===== src/rtl/bcd_display_loader_if.sv =====
// bcd_display_loader_if: start/value request plus display-core write port
interface bcd_display_loader_if #(
  parameter int BIN_W = 27,
  parameter int DIGITS = 8,
  parameter int SEL_W = $clog2(DIGITS)
);
  logic start;
  logic [BIN_W-1:0] bin_in;
  logic busy;
  logic done;
  logic ovf;
  logic [SEL_W-1:0] sel;
  logic [3:0] num;
  logic write;
  modport master (output start, bin_in, input busy, done, ovf, sel, num, write);
  modport slave (input start, bin_in, output busy, done, ovf, sel, num, write);
endinterface


===== src/rtl/bcd_display_loader.sv =====
// bcd_display_loader: binary to BCD by double dabble, then one digit write per cycle
module bcd_display_loader #(
  parameter int BIN_W = 27,
  parameter int DIGITS = 8
) (
  input logic clk,
  input logic reset,
  bcd_display_loader_if.slave bus
);
  localparam int SEL_W = $clog2(DIGITS);
  localparam int CNT_W = $clog2(BIN_W);
  localparam int BCD_W = 4 * DIGITS;

  function automatic longint unsigned max_val();
    longint unsigned p = 1;
    for (int i = 0; i < DIGITS; i++) p = p * 10;
    return p - 1;
  endfunction

  localparam longint unsigned MAX = max_val();

  typedef enum logic [1:0] {IDLE, CONVERT, WRITE, DONE} state_t;

  state_t state, state_d;
  logic [BIN_W-1:0] shift, shift_d;
  logic [BCD_W-1:0] bcd, bcd_d, adj;
  logic [CNT_W-1:0] cnt, cnt_d;
  logic [SEL_W-1:0] idx, idx_d, sel, sel_d;
  logic [3:0] num, num_d;
  logic ovf, ovf_d, busy, busy_d, done, done_d, write, write_d;

  assign bus.busy = busy;
  assign bus.done = done;
  assign bus.ovf = ovf;
  assign bus.sel = sel;
  assign bus.num = num;
  assign bus.write = write;

  // Register state, datapath and all outputs
  always_ff @(posedge clk or negedge reset) begin
    if (!reset) begin
      state <= IDLE;
      shift <= '0;
      bcd <= '0;
      cnt <= '0;
      idx <= '0;
      sel <= '0;
      num <= '0;
      ovf <= 1'b0;
      busy <= 1'b0;
      done <= 1'b0;
      write <= 1'b0;
    end else begin
      state <= state_d;
      shift <= shift_d;
      bcd <= bcd_d;
      cnt <= cnt_d;
      idx <= idx_d;
      sel <= sel_d;
      num <= num_d;
      ovf <= ovf_d;
      busy <= busy_d;
      done <= done_d;
      write <= write_d;
    end
  end

  // Next state and next register values; nibbles >=5 get +3 before each shift
  always_comb begin
    state_d = state;
    shift_d = shift;
    bcd_d = bcd;
    cnt_d = cnt;
    idx_d = idx;
    sel_d = sel;
    num_d = num;
    ovf_d = ovf;
    busy_d = busy;
    done_d = 1'b0;
    write_d = 1'b0;
    adj = bcd;
    for (int i = 0; i < DIGITS; i++)
      adj[4*i +: 4] = bcd[4*i +: 4] >= 4'd5 ? bcd[4*i +: 4] + 4'd3 : bcd[4*i +: 4];
    case (state)
      IDLE: if (bus.start) begin
        state_d = CONVERT;
        shift_d = bus.bin_in;
        bcd_d = '0;
        cnt_d = '0;
        ovf_d = 64'(bus.bin_in) > MAX;
        busy_d = 1'b1;
      end
      CONVERT: begin
        {bcd_d, shift_d} = {adj, shift} << 1;
        cnt_d = cnt + 1'b1;
        idx_d = '0;
        state_d = cnt == CNT_W'(BIN_W - 1) ? WRITE : CONVERT;
      end
      WRITE: begin
        write_d = 1'b1;
        sel_d = idx;
        num_d = ovf ? 4'hF : bcd[{idx, 2'b00} +: 4];
        idx_d = idx + 1'b1;
        state_d = idx == SEL_W'(DIGITS - 1) ? DONE : WRITE;
      end
      default: begin
        done_d = 1'b1;
        busy_d = 1'b0;
        state_d = IDLE;
      end
    endcase
  end
endmodule


===== src/flat_wrapper.sv =====
// flat-port wrapper written by rule: the top's interface ports become plain ports
module bcd_display_loader_flat 
#(
  parameter int BIN_W = 27,
  parameter int DIGITS = 8
)
  (clk, reset, bus_start, bus_bin_in, bus_busy, bus_done, bus_ovf, bus_sel, bus_num, bus_write);
  bcd_display_loader_if #(.BIN_W(BIN_W), .DIGITS(DIGITS)) bus_i ();
  input logic clk;
  input logic reset;
  input wire logic [$bits(bus_i.start)-1:0] bus_start;
  input wire logic [$bits(bus_i.bin_in)-1:0] bus_bin_in;
  output wire logic [$bits(bus_i.busy)-1:0] bus_busy;
  output wire logic [$bits(bus_i.done)-1:0] bus_done;
  output wire logic [$bits(bus_i.ovf)-1:0] bus_ovf;
  output wire logic [$bits(bus_i.sel)-1:0] bus_sel;
  output wire logic [$bits(bus_i.num)-1:0] bus_num;
  output wire logic [$bits(bus_i.write)-1:0] bus_write;
  assign bus_i.start = bus_start;
  assign bus_i.bin_in = bus_bin_in;
  assign bus_busy = bus_i.busy;
  assign bus_done = bus_i.done;
  assign bus_ovf = bus_i.ovf;
  assign bus_sel = bus_i.sel;
  assign bus_num = bus_i.num;
  assign bus_write = bus_i.write;
  bcd_display_loader #(.BIN_W(BIN_W), .DIGITS(DIGITS)) u_core (.clk(clk), .reset(reset), .bus(bus_i));
endmodule

===== config.mk =====
export PLATFORM = sky130hd
export DESIGN_NAME = bcd_display_loader_flat
export DESIGN_NICKNAME = d
export VERILOG_FILES = /design/src/rtl/bcd_display_loader_if.sv /design/src/rtl/bcd_display_loader.sv /design/src/flat_wrapper.sv
export SDC_FILE = /design/constraint.sdc
export NUM_CORES = 1
export LEC_CHECK = 0
export BUFFER_PORTS_ARGS = -buffer_cell sky130_fd_sc_hd__buf_2
export CORE_MARGIN = 1
export CORE_UTILIZATION = 35
export DETAILED_ROUTE_END_ITERATION = 12
export HOLD_SLACK_MARGIN = 0.1
export PLACE_DENSITY = 0.57
export SLEW_MARGIN = 20
export SYNTH_ARGS = -nofsm -noshare
export SYNTH_HDL_FRONTEND = slang
export SYNTH_SLANG_ARGS = --single-unit

===== constraint.sdc =====
create_clock -name clk -period 4.15 [get_ports clk]
set_input_delay 0.415 -clock clk [delete_from_list [all_inputs] [get_ports clk]]
set_output_delay 0.415 -clock clk [all_outputs]
set_load 0.1 [all_outputs]

==> out/qor.yml, run 1 <==
sta:
  slew_headroom_pct: 34.0
  fin_worst_skew_ps: 8.39
  max_freq_mhz: 410
  hold_viol: 0
  worst_pin_slew_ps: 990
  setup_violations: 0
  setup_tns_ps: 0
  min_period_over_period_pct: 58.7
  slew_violations: 0
  rsz0062_at_grt: "false"
  fin_crit_ps: 2440
synth:
  syn_inst: 432
  yosys_register_bits: 80
  yosys-top-cells-area: "dfrtp_1 (45%), ha_1 (6.7%), o21ai_0 (5.2%), mux2i_1 (4.7%), a22oi_1 (4.4%)"
  yosysUniqueCellTypes: 36
  synth_nets: 486
  synth.most_common_cell: "dfrtp_1"
  synth.avg_cell_area_um2: 10.3
  synth_seq_area_share_pct: 44.8
  synth_top_area_cell: "dfrtp_1"
  synth_edf_count: 0
  synthTopCellsByCount: "dfrtp_1 (80), o21ai_0 (46), nor2b_1 (28), a22oi_1 (26), a31oi_1 (25)"
  synth_area_um2: 4470
  ys.flop_type: "dfrtp_1"
  synth_top_area_share_pct: 44.8
  synthArstFlopShare_pct: 100
  yosysWarnings: 0
routing:
  route.detailed.drc: 0
  ant_nets: 0
  detail_route.iter0.violations: 261
  drt-wirelength-per-cell_um: 15.8
  viasPerCell: 5.37
  vias: 3387
  postRouteWirelength_um: 10000
  firstDrtPassIters: 5
global_route:
  top_usage_layer: "met2"
  antenna_found_initial: 0
  grtUsageMet1_pct: 22.2
  grtUsageTotal_pct: 16.5
  grt_util_met3_pct: 2.95
  grt_max_degree: 81
  grt_first_pass_wirelength_um: 16800
  grt_pass1_vias: 3275
  grt.overflow.total: 0
  use_met2_pct: 25.6
critical_path:
  cp-end-kind: "flip-flop"
  crit_chain: "inv_1 > ha_1 > and2_1 > buf_4 > a32o_1"
  r2r-end: "u_core.bcd[27]"
  max_stage_delay_ps: 860
  r2r_slack_ps: 1710
  r2r-start: "u_core.state[1]"
  cp.arrival_ps: 2710
  rr_worst_depth: 5
  worst-path-max-fanout: 26
  critical_path_required_ps: 4430
  path_class: "flip-flop to flip-flop"
  slowest_stage: "and2_1"
  start_kind: "flip-flop"
cells_and_area:
  drive_gt1_share_pct: 16.6
  antenna_cells: 0
  fill_cells: 1212
  final_nets: 512
  areaGrowthSynthToFinish_pct: 15.1
flow_run:
  drv_cap: 0
die:
  ios: 41
  die_h_um: 115
  rows: 40
  coreArea_um2: 12200
  chipWidth_um: 115
  die_area_um2: 13200
  start_util_pct: 36.6
clock_network:
  cts_hold_buf: 0
  cts_sinks: 80
  cts_tree: "built"
  clk_pin_slew_ps: 60
  clockRootBuffer: "clkbuf_16"
  clkLatencyLatePin_ps: 340
  post-cts-setup-buffers: 0
  cts_buffers: 9
  clock_path_buffers: 2
  cts_resized: 0
  htree_levels: 3
min_path:
  hold_class: "input pin to asynchronous set/reset pin"
place:
  place.gp.congestion: 0.768
  io_buffers: 40
  place_hpwl_um: 6630
power_and_ir_drop:
  max-vdd-ir-drop_uv: 318
  p_per_area_nw_per_um2: 751
  p_leak_nw: 2.12
  power_mw: 3.86
run_status:
  status: "completed"
cell type report:
cell class	count	area, µm²	share of cell area [%]
clock buffers	12	267	5.18
clock inverters	4	98.8	1.92
inverters	21	78.8	1.53
multi-input cells	302	2250	43.8
flip-flops and latches	80	2000	38.9
well taps	168	210	4.09
repair buffers	44	236	4.60
critical path: cells and delay by family, from the launching register on:
family | cells | cell delay (ps)
fa+ha+maj | 1 | 440
simple gates | 1 | 860
buf+inv | 2 | 450
compound gates | 1 | 200
flops | 1 | 420
worst max path at each step:
stage | start | endpoint | slack, ps | depth (start not counted)
after floorplan | u_core.state[0] | u_core.shift[26] | 2490 | 6
after global placement | bus_start | u_core.bcd[27] | 1710 | 5
after detailed placement | bus_start | u_core.bcd[27] | 1670 | 5
after CTS | u_core.state[1] | u_core.bcd[27] | 1690 | 5
after global routing | u_core.state[1] | u_core.bcd[0] | 1570 | 6
final | u_core.state[1] | u_core.bcd[27] | 1710 | 5
through the flow:
stage	cells	cell area, µm²	worst slack (ps)	hold WS (ps)	utilization [%]
finish	631	5140	1710	98.2	42.1
CTS	631	5140	1690	300	42.1
detailed placement	615	4770	1670	485	39.1
global route	631	5140	1570	194	42.1
floorplan	432	4470	2490	119	-
global placement	615	4770	1710	475	39.1
sequential cells by signal (all words and copies together) (netlist names):
| register | count |
|---|---|
| u_core.bcd | 32 |
| u_core.shift | 27 |
| u_core.cnt | 5 |
| u_core.bus.num | 4 |
| u_core.bus.sel | 3 |
| u_core.idx | 3 |
| u_core.state | 2 |
| u_core.bus.busy | 1 |
| u_core.bus.done | 1 |
| u_core.bus.ovf | 1 |
| u_core.bus.write | 1 |
power breakdown:
part | internal (mW) | switching, mW | leakage (nW)
sequential | 1.04 | 0.232 | 1.05
clock | 0.638 | 0.320 | 0.179
combinational | 0.588 | 1.04 | 0.900
cell families after synthesis:
logic type      Yosys count  synth area share, %
mux                      35                 9.24
buf+inv                  50                 5.01
flops                    80                 44.8
xor+xnor                 18                 3.53
compound gates          149                 21.6
simple gates             76                 9.13
fa+ha+maj                24                 6.72
cell usage in the layout, fill, tap and decap left out, drive strengths merged:
master  instances
o22a            1
xor2           10
buf            44
mux2i          21
ha             24
a22o            3
nand4b          2
and2            1
o21ai          46
nand2b          9
o22ai           8
nand4           4
nand2          17
bufinv          3
o32ai           7
xnor2           8
dfrtp          80
inv            21
nor3b           1
a21oi          13
mux4            4
nor3            1
clkinv          1
a22oi          26
mux2           10
clkbuf         12
nand3           2
a32o            8
nor2b          28
o211ai          1
a221oi          1
o31ai          10
a31oi          25
nor2           11
per-layer routing:
metal  vias up  routed length [µm]
met3        14                 290
met1      1667                4860
met4         0                 226
met2        54                4620
li1       1652                   -
met5         -                   0
(Power assumes the default switching activity.)
==> run 2: changes to the inputs <==
- ABC_AREA: default -> 1
- clock period: 4.15 -> 2.5 ns (I/O delays scaled with it)
==> run 2 against run 1 <==
Effect of this change:
- die area rose by 0.83%
- clock power rose by 42%
- synthesized area rose by 0.84%
- cell area rose by 0.92%
- flip-flop and latch count did not move
- clock-buffer cell count fell by 1
- highest routed layer unchanged
- largest power group unchanged
==> out/qor.yml, run 2 <==
power_and_ir_drop:
  p_int_mw: 3.70  # was 2.27 mW
  swShare_pct: 44.6  # was 41.2%
  clock_power_share_pct: 20.4  # was 24.8%
  power.switching_mw: 2.97  # was 1.59 mW
  power_mw: 6.67  # was 3.86 mW
  p_per_area_nw_per_um2: 1280  # was 751 nW/µm²
  max-vdd-ir-drop_uv: 563  # was 318 µV
  p_comb_share_pct: 45.5  # was 42.1%
  p_leak_nw: 2.55  # was 2.12 nW
  p_seq_share_pct: 34.1  # was 33.1%
critical_path:
  crit_chain: "inv_1 > ha_1 > inv_2 > nand2_1 > nand2_1 > inv_2 > nand2_1 > o211ai_1"  # was inv_1 > ha_1 > and2_1 > buf_4 > a32o_1
  slowest_stage: "inv_2"  # was and2_1
  crit_cells: 8  # was 5
  cp.arrival_ps: 2270  # was 2710 ps
  path_class: "flip-flop to flip-flop"  # unchanged
  crit_top_cell: "nand2_1"
  crit_start: "u_core.state[0]"  # was u_core.state[1]
  r2r_slack_ps: 480  # was 1710 ps
  rr_worst_depth: 8  # was 5
  critPathTopFamily: "buffers and inverters"  # was simple AND/OR/NAND/NOR gates
  crit_end: "u_core.shift[17]"  # was u_core.bcd[27]
  start_kind: "flip-flop"  # unchanged
  cp-end-kind: "flip-flop"  # unchanged
  critical_path_required_ps: 2750  # was 4430 ps
  worst-path-max-fanout: 27  # was 26
  max_stage_delay_ps: 490  # was 860 ps
  worst-path-buf-inv: 3  # was 2
  r2r-start: "u_core.state[0]"  # was u_core.state[1]
  r2r-end: "u_core.shift[17]"  # was u_core.bcd[27]
die:
  rows: 41  # was 40
  die_area_um2: 13300  # was 13200 µm²
  ios: 41  # unchanged
  die_h_um: 115  # about the same
  coreArea_um2: 12600  # was 12200 µm²
  chipWidth_um: 115  # about the same
  start_util_pct: 35.9  # was 36.6%
global_route:
  grt_first_pass_wirelength_um: 18200  # was 16800 µm
  antenna_found_initial: 0  # unchanged
  grt_pass1_vias: 3758  # was 3275
  grt.overflow.total: 0  # unchanged
  grt_max_degree: 43  # was 81
  grtUsageTotal_pct: 17.4  # was 16.5%
cells_and_area:
  layout_common_cells: "nand2_1 (127), dfrtp_1 (80), o21ai_0 (66), inv_1 (61), buf_2 (39)"  # was dfrtp_1 (80), o21ai_0 (46), buf_2 (39), nor2b_1 (28), a22oi_1 (26)
  fill_cells: 1280  # was 1212
  top_regs: "u_core.bcd x32, u_core.shift x27, u_core.cnt x5"  # unchanged
  antenna_cells: 0  # unchanged
  final_common_cell: "nand2_1"  # was dfrtp_1
  drive_gt1_share_pct: 15.7  # was 16.6%
  final_nets: 640  # was 512
  largest_register_ffs: 32  # unchanged
  regMostFlops: "u_core.bcd"  # unchanged
  areaGrowthSynthToFinish_pct: 15.2  # was 15.1%
routing:
  detail_route.iter0.violations: 237  # was 261
  drt-wirelength-per-cell_um: 13.9  # was 15.8 µm
  viasPerCell: 5.00  # was 5.37
  route.detailed.drc: 0  # unchanged
  ant_nets: 0  # unchanged
  vias: 3815  # was 3387
  firstDrtPassIters: 4  # was 5
  postRouteWirelength_um: 10600  # was 10000 µm
clock_network:
  clock_path_buffers: 2  # unchanged
  cts_resized: 0  # unchanged
  cts_tree: "built"  # unchanged
  htree_levels: 3  # unchanged
  clkLatencyLatePin_ps: 340  # about the same
  clockRootBuffer: "clkbuf_16"  # unchanged
  cts_buffers: 9  # unchanged
  cts_sinks: 80  # unchanged
  clk_pin_slew_ps: 60  # about the same
synth:
  synth.most_common_cell: "nand2_1"  # was dfrtp_1
  synthTopCellsByCount: "nand2_1 (127), dfrtp_1 (80), o21ai_0 (66), inv_1 (61)"  # was dfrtp_1 (80), o21ai_0 (46), nor2b_1 (28), a22oi_1 (26), a31oi_1 (25)
  yosysUniqueCellTypes: 31  # was 36
  synth_edf_count: 0  # unchanged
  synth_top_area_share_pct: 44.4  # was 44.8%
  synth_seq_area_share_pct: 44.4  # was 44.8%
  yosysWarnings: 0  # unchanged
  synth_nets: 598  # was 486
  synthArstFlopShare_pct: 100  # unchanged
  synth_area_um2: 4510  # was 4470 µm²
  ys.flop_type: "dfrtp_1"  # unchanged
  yosys_register_bits: 80  # unchanged
  synth_top_area_cell: "dfrtp_1"  # unchanged
  syn_inst: 544  # was 432
  yosys-top-cells-area: "dfrtp_1 (44%), nand2_1 (11%), o21ai_0 (7.3%), ha_1 (6.7%), inv_1 (5.1%)"  # was dfrtp_1 (45%), ha_1 (6.7%), o21ai_0 (5.2%), mux2i_1 (4.7%), a22oi_1 (4.4%)
  synth.avg_cell_area_um2: 8.28  # was 10.3 µm²
place:
  place_hpwl_um: 7480  # was 6630 µm
  io_buffers: 40  # unchanged
  place.gp.congestion: 0.808  # was 0.768
sta:
  min_period_over_period_pct: 80.7  # was 58.7%
  rsz0062_at_grt: "false"  # unchanged
  slew_violations: 0  # unchanged
  fin_crit_ps: 2020  # was 2440 ps
  worst_pin_slew_ps: 545  # was 990 ps
  fin_worst_skew_ps: 7.96  # was 8.39 ps
  hold_viol: 0  # unchanged
  slew_headroom_pct: 63.7  # was 34.0%
  max_freq_mhz: 496  # was 410 MHz
  setup_violations: 0  # unchanged
  setup_tns_ps: 0  # unchanged
flow_run:
  drv_cap: 0  # unchanged
min_path:
  hold_class: "input pin to flip-flop"  # was input pin to asynchronous set/reset pin
run_status:
  status: "completed"  # unchanged
[run 2: changes by cell type after synthesis, moves of 12 or more]
cell / before / now
nand3_1: 2 / 35
a22oi_1: 26 / 2
nand2_1: 17 / 127
a31oi_1: 25 / 0
mux2i_1: 21 / 0
a22oi_2: 0 / 14
clkbuf_1: 15 / 1
nor2b_1: 28 / 0
o21ai_0: 46 / 66
inv_1: 21 / 61
o211ai_1: 1 / 13
a21oi_1: 13 / 35
[run 2: power groups by stage]
stage	logic (mW)	registers, mW	clock network, mW
floorplan	2.14	2.50	0
global placement	2.92	2.27	0
detailed placement	3.03	2.29	0
CTS	3.05	2.27	1.39
global route	3.47	2.35	1.45
finish	3.03	2.27	1.36
[run 2: through the flow]
step	hold WS [ps]	worst slack, ps	cells	instance area, µm²	utilization [%]
after CTS	129	479	763	5190	41.3
after detailed placement	278	502	746	4870	38.8
final	139	482	763	5190	41.3
after global placement	269	610	746	4870	38.8
after floorplan	-45.6	1000	544	4510	-
after global routing	143	245	763	5190	41.3
[run 2: repair_timing]
action,CTS,global route
buffers inserted,0,0
hold buffers,1,0
hold endpoints to repair,38,0
setup endpoints to repair,0,0
[run 2: final cells by class]
class | instances | area (µm²) | share of cell area, %
inverter | 66 | 248 | 4.77
clock inverter | 5 | 55.1 | 1.06
multi-input combinational | 379 | 2130 | 41.0
tap | 172 | 215 | 4.14
sequential | 80 | 2000 | 38.6
clock buffer | 11 | 253 | 4.87
timing repair buffer | 50 | 293 | 5.64
[run 2: worst register-to-register path, stage by stage, from the launching register on]
cell and delay [ps]:
dfrtp_1 400, inv_1 130, ha_1 240, inv_2 80, nand2_1 60, nand2_1 290
inv_2 490, nand2_1 120, o211ai_1 110
[run 2: metal layers]
metal	global-route usage (%)	part of all wire [%]
met1	22.8	47
met2	28.7	47
met3	3.97	4.4
met4	5.37	1.1
met5	0	0
[run 2: worst min path at each step]
| stage | startpoint | end | slack, ps | cells after the start |
|---|---|---|---|---|
| 6_report | bus_bin_in[0] | u_core.shift[0] | 140 | 3 |
| 3_3_place_gp | reset | u_core.bcd[27] | 270 | 1 |
| 5_1_grt | bus_bin_in[0] | u_core.shift[0] | 140 | 3 |
| 3_5_place_dp | reset | u_core.bcd[27] | 280 | 1 |
| 2_1_floorplan | reset | u_core.bcd[0] | -50 | 0 |
| 4_1_cts | bus_bin_in[0] | u_core.shift[0] | 130 | 3 |
[run 2: cells by family after synthesis]
group                      count (synthesis)  share of synthesized area (%)
and+or+nand+nor                          197                           18.3
AOI/OAI and AO/OA                        151                           20.9
adders and majority gates                 24                           6.66
buffers and inverters                     85                           8.38
DFF                                       80                           44.4
xor gates and xnor gates                   7                           1.36
==> run 3: changes to the inputs <==
- PLACE_DENSITY: 0.57 -> 0.59
- clock period: 2.5 -> 1.6 ns (I/O delays scaled with it)
==> run 3 against run 2 <==
Effect of this change:
- flip-flop and latch count is the same
- wire length grew 3.2%
- die area is the same
- combinational power grew 77%
- total power grew 69%
- setup slack lost 400 ps
- clock skew is essentially flat
- clock-buffer cell count shrank 2
- critical path type unchanged
- register-to-register slack lost 400 ps
- largest power group unchanged
- utilization grew 3.7 points
- hold slack lost 19 ps
==> out/qor.yml, run 3 (synthesis gave the netlist of run 2 again) <==
power_and_ir_drop:
  p_per_area_nw_per_um2: 1990  # was 1280 nW/µm²
  max-vdd-ir-drop_uv: 831  # was 563 µV
  p_leak_nw: 2.75  # was 2.55 nW
routing:
  postRouteWirelength_um: 10900  # was 10600 µm
  firstDrtPassIters: 4  # unchanged
  vias: 3996  # was 3815
  detail_route.iter0.violations: 296  # was 237
  drt-wirelength-per-cell_um: 13.7  # was 13.9 µm
  route.detailed.drc: 0  # unchanged
  ant_nets: 0  # unchanged
  viasPerCell: 5.00  # about the same
cells_and_area:
  layout_common_cells: "nand2_1 (124), dfrtp_1 (80), o21ai_0 (62), inv_1 (59), buf_2 (39)"  # was nand2_1 (127), dfrtp_1 (80), o21ai_0 (66), inv_1 (61), buf_2 (39)
  stdcell_count: 800  # was 763
  areaGrowthSynthToFinish_pct: 25.5  # was 15.2%
  regMostFlops: "u_core.bcd"  # unchanged
  final_nets: 677  # was 640
  top_regs: "u_core.bcd x32, u_core.shift x27, u_core.cnt x5"  # unchanged
  antenna_cells: 0  # unchanged
  largest_register_ffs: 32  # unchanged
  drive_gt1_share_pct: 19.4  # was 15.7%
  final_common_cell: "nand2_1"  # unchanged
clock_network:
  cts_tree: "built"  # unchanged
  cts_buffers: 9  # unchanged
  clk_pin_slew_ps: 60  # about the same
  htree_levels: 3  # unchanged
  clock_path_buffers: 2  # unchanged
  clkLatencyLatePin_ps: 350  # was 340 ps
  cts_sinks: 80  # unchanged
  clockRootBuffer: "clkbuf_16"  # unchanged
sta:
  max_freq_mhz: 660  # was 496 MHz
  worst_pin_slew_ps: 497  # was 545 ps
  slew_headroom_pct: 67.1  # was 63.7%
  fin_worst_skew_ps: 7.62  # was 7.96 ps
  setup_violations: 0  # unchanged
  fin_crit_ps: 1520  # was 2020 ps
  slew_violations: 0  # unchanged
  hold_viol: 0  # unchanged
  setup_tns_ps: 0  # unchanged
  min_period_over_period_pct: 94.7  # was 80.7%
global_route:
  grt_max_degree: 36  # was 43
  grt.overflow.total: 0  # unchanged
  grt_pass1_vias: 3926  # was 3758
  antenna_found_initial: 0  # unchanged
  grt_first_pass_wirelength_um: 18600  # was 18200 µm
  grtUsageTotal_pct: 18.0  # was 17.4%
die:
  start_util_pct: 35.9  # unchanged
  ios: 41  # unchanged
  chipWidth_um: 115  # unchanged
  die_area_um2: 13300  # unchanged
  die_h_um: 115  # unchanged
  coreArea_um2: 12600  # unchanged
  rows: 41  # unchanged
critical_path:
  crit_top_cell: "inv_2"  # was nand2_1
  worst-path-buf-inv: 4  # was 3
  start_kind: "flip-flop"  # unchanged
  worst-path-max-fanout: 32  # was 27
  r2r_slack_ps: 80  # was 480 ps
  r2r-start: "u_core.state[0]"  # unchanged
  crit_start: "u_core.state[0]"  # unchanged
  max_stage_delay_ps: 410  # was 490 ps
  crit_chain: "inv_2 > ha_4 > inv_2 > o21ai_4 > inv_2 > buf_12 > o21ai_0 > o22ai_1"  # was inv_1 > ha_1 > inv_2 > nand2_1 > nand2_1 > inv_2 > nand2_1 > o211ai_1
  critPathTopFamily: "flip-flops"  # was buffers and inverters
  path_class: "flip-flop to flip-flop"  # unchanged
  cp.arrival_ps: 1740  # was 2270 ps
  cp-end-kind: "flip-flop"  # unchanged
  slowest_stage: "dfrtp_1"  # was inv_2
  critical_path_required_ps: 1820  # was 2750 ps
place:
  dp_cells: 758  # was 746
  place_hpwl_um: 7630  # was 7480 µm
  place.gp.congestion: 0.782  # was 0.808
  io_buffers: 40  # unchanged
min_path:
  min-delay-start: "bus_bin_in[10]"  # was bus_bin_in[0]
  hold_class: "input pin to flip-flop"  # unchanged
run_status:
  status: "completed"  # unchanged
flow_run:
  drv_cap: 0  # unchanged
[run 3: cell types whose count changed in the layout (fill, tap and decap cells not counted), sizes merged]
cell	delta
buf	+18
bufinv	+2
clkbuf	-2
clkinv	+1
clkinvlp	-1
dlygate4sd3	+19
[run 3: repair_timing]
item,in CTS,in global routing
setup buffers,0,6
hold buffers,20,0
pin swaps,0,1
gates resized for setup,3,16
endpoints found under the hold margin,76,0
setup endpoints to repair,15,39
[run 3: path summary, 6_finish.rpt]
path | to | cells past startpoint
max in group asynchronous | u_core.shift[11] | 3
worst min-delay path | u_core.shift[10] | 3
worst max-delay path | u_core.bcd[29] | 8
worst max register to register | u_core.bcd[29] | 8
min in group asynchronous | u_core.bcd[23] | 2
worst min register to register | u_core.shift[24] | 2
[run 3: metal layers]
metal | share of wire [%] | GRT usage, % | up-vias | wire length, µm
li1 | - | - | 1979 | -
met1 | 44 | 21.3 | 1907 | 4830
met2 | 50 | 31.8 | 98 | 5470
met3 | 4.2 | 3.97 | 12 | 455
met4 | 1.6 | 7.10 | 0 | 174
met5 | 0 | 0 | - | 0
[run 3: final cells by class]
cell class	instances	area, µm²
flip-flops and latches	80	2000
clock inverters	7	120
well taps	172	215
inverters	66	248
fillers	1236	6910
multi-input cells	379	2170
repair buffers	87	679
clock buffers	9	225
[run 3: where the power goes]
part	switching, mW	internal [mW]	leakage (nW)
Clock	0.865	1.53	0.166
Combinational	3.30	2.05	1.58
Sequential	0.661	2.87	1.01
[run 3: stage by stage]
stage / area (µm²) / setup slack, ps / power, mW / hold slack [ps] / utilization [%]
final: 5660 / 84.1 / 11.3 / 120 / 45.0
after global placement: 5010 / 68.8 / 8.43 / 84.0 / 39.9
after floorplan: 4510 / 101 / 7.26 / -136 / -
after CTS: 5570 / 8.38 / 11.1 / 107 / 44.3
after global routing: 5660 / -5.29 / 12.2 / 125 / 45.0
after detailed placement: 5010 / -56.6 / 8.63 / 91.6 / 39.9
[run 3: worst register-to-register path, cell delays in order, from the launching register on]
cell and delay [ps]:
dfrtp_1 410, inv_2 90, ha_4 160, inv_2 60
o21ai_4 220, inv_2 90, buf_12 180, o21ai_0 110
o22ai_1 90
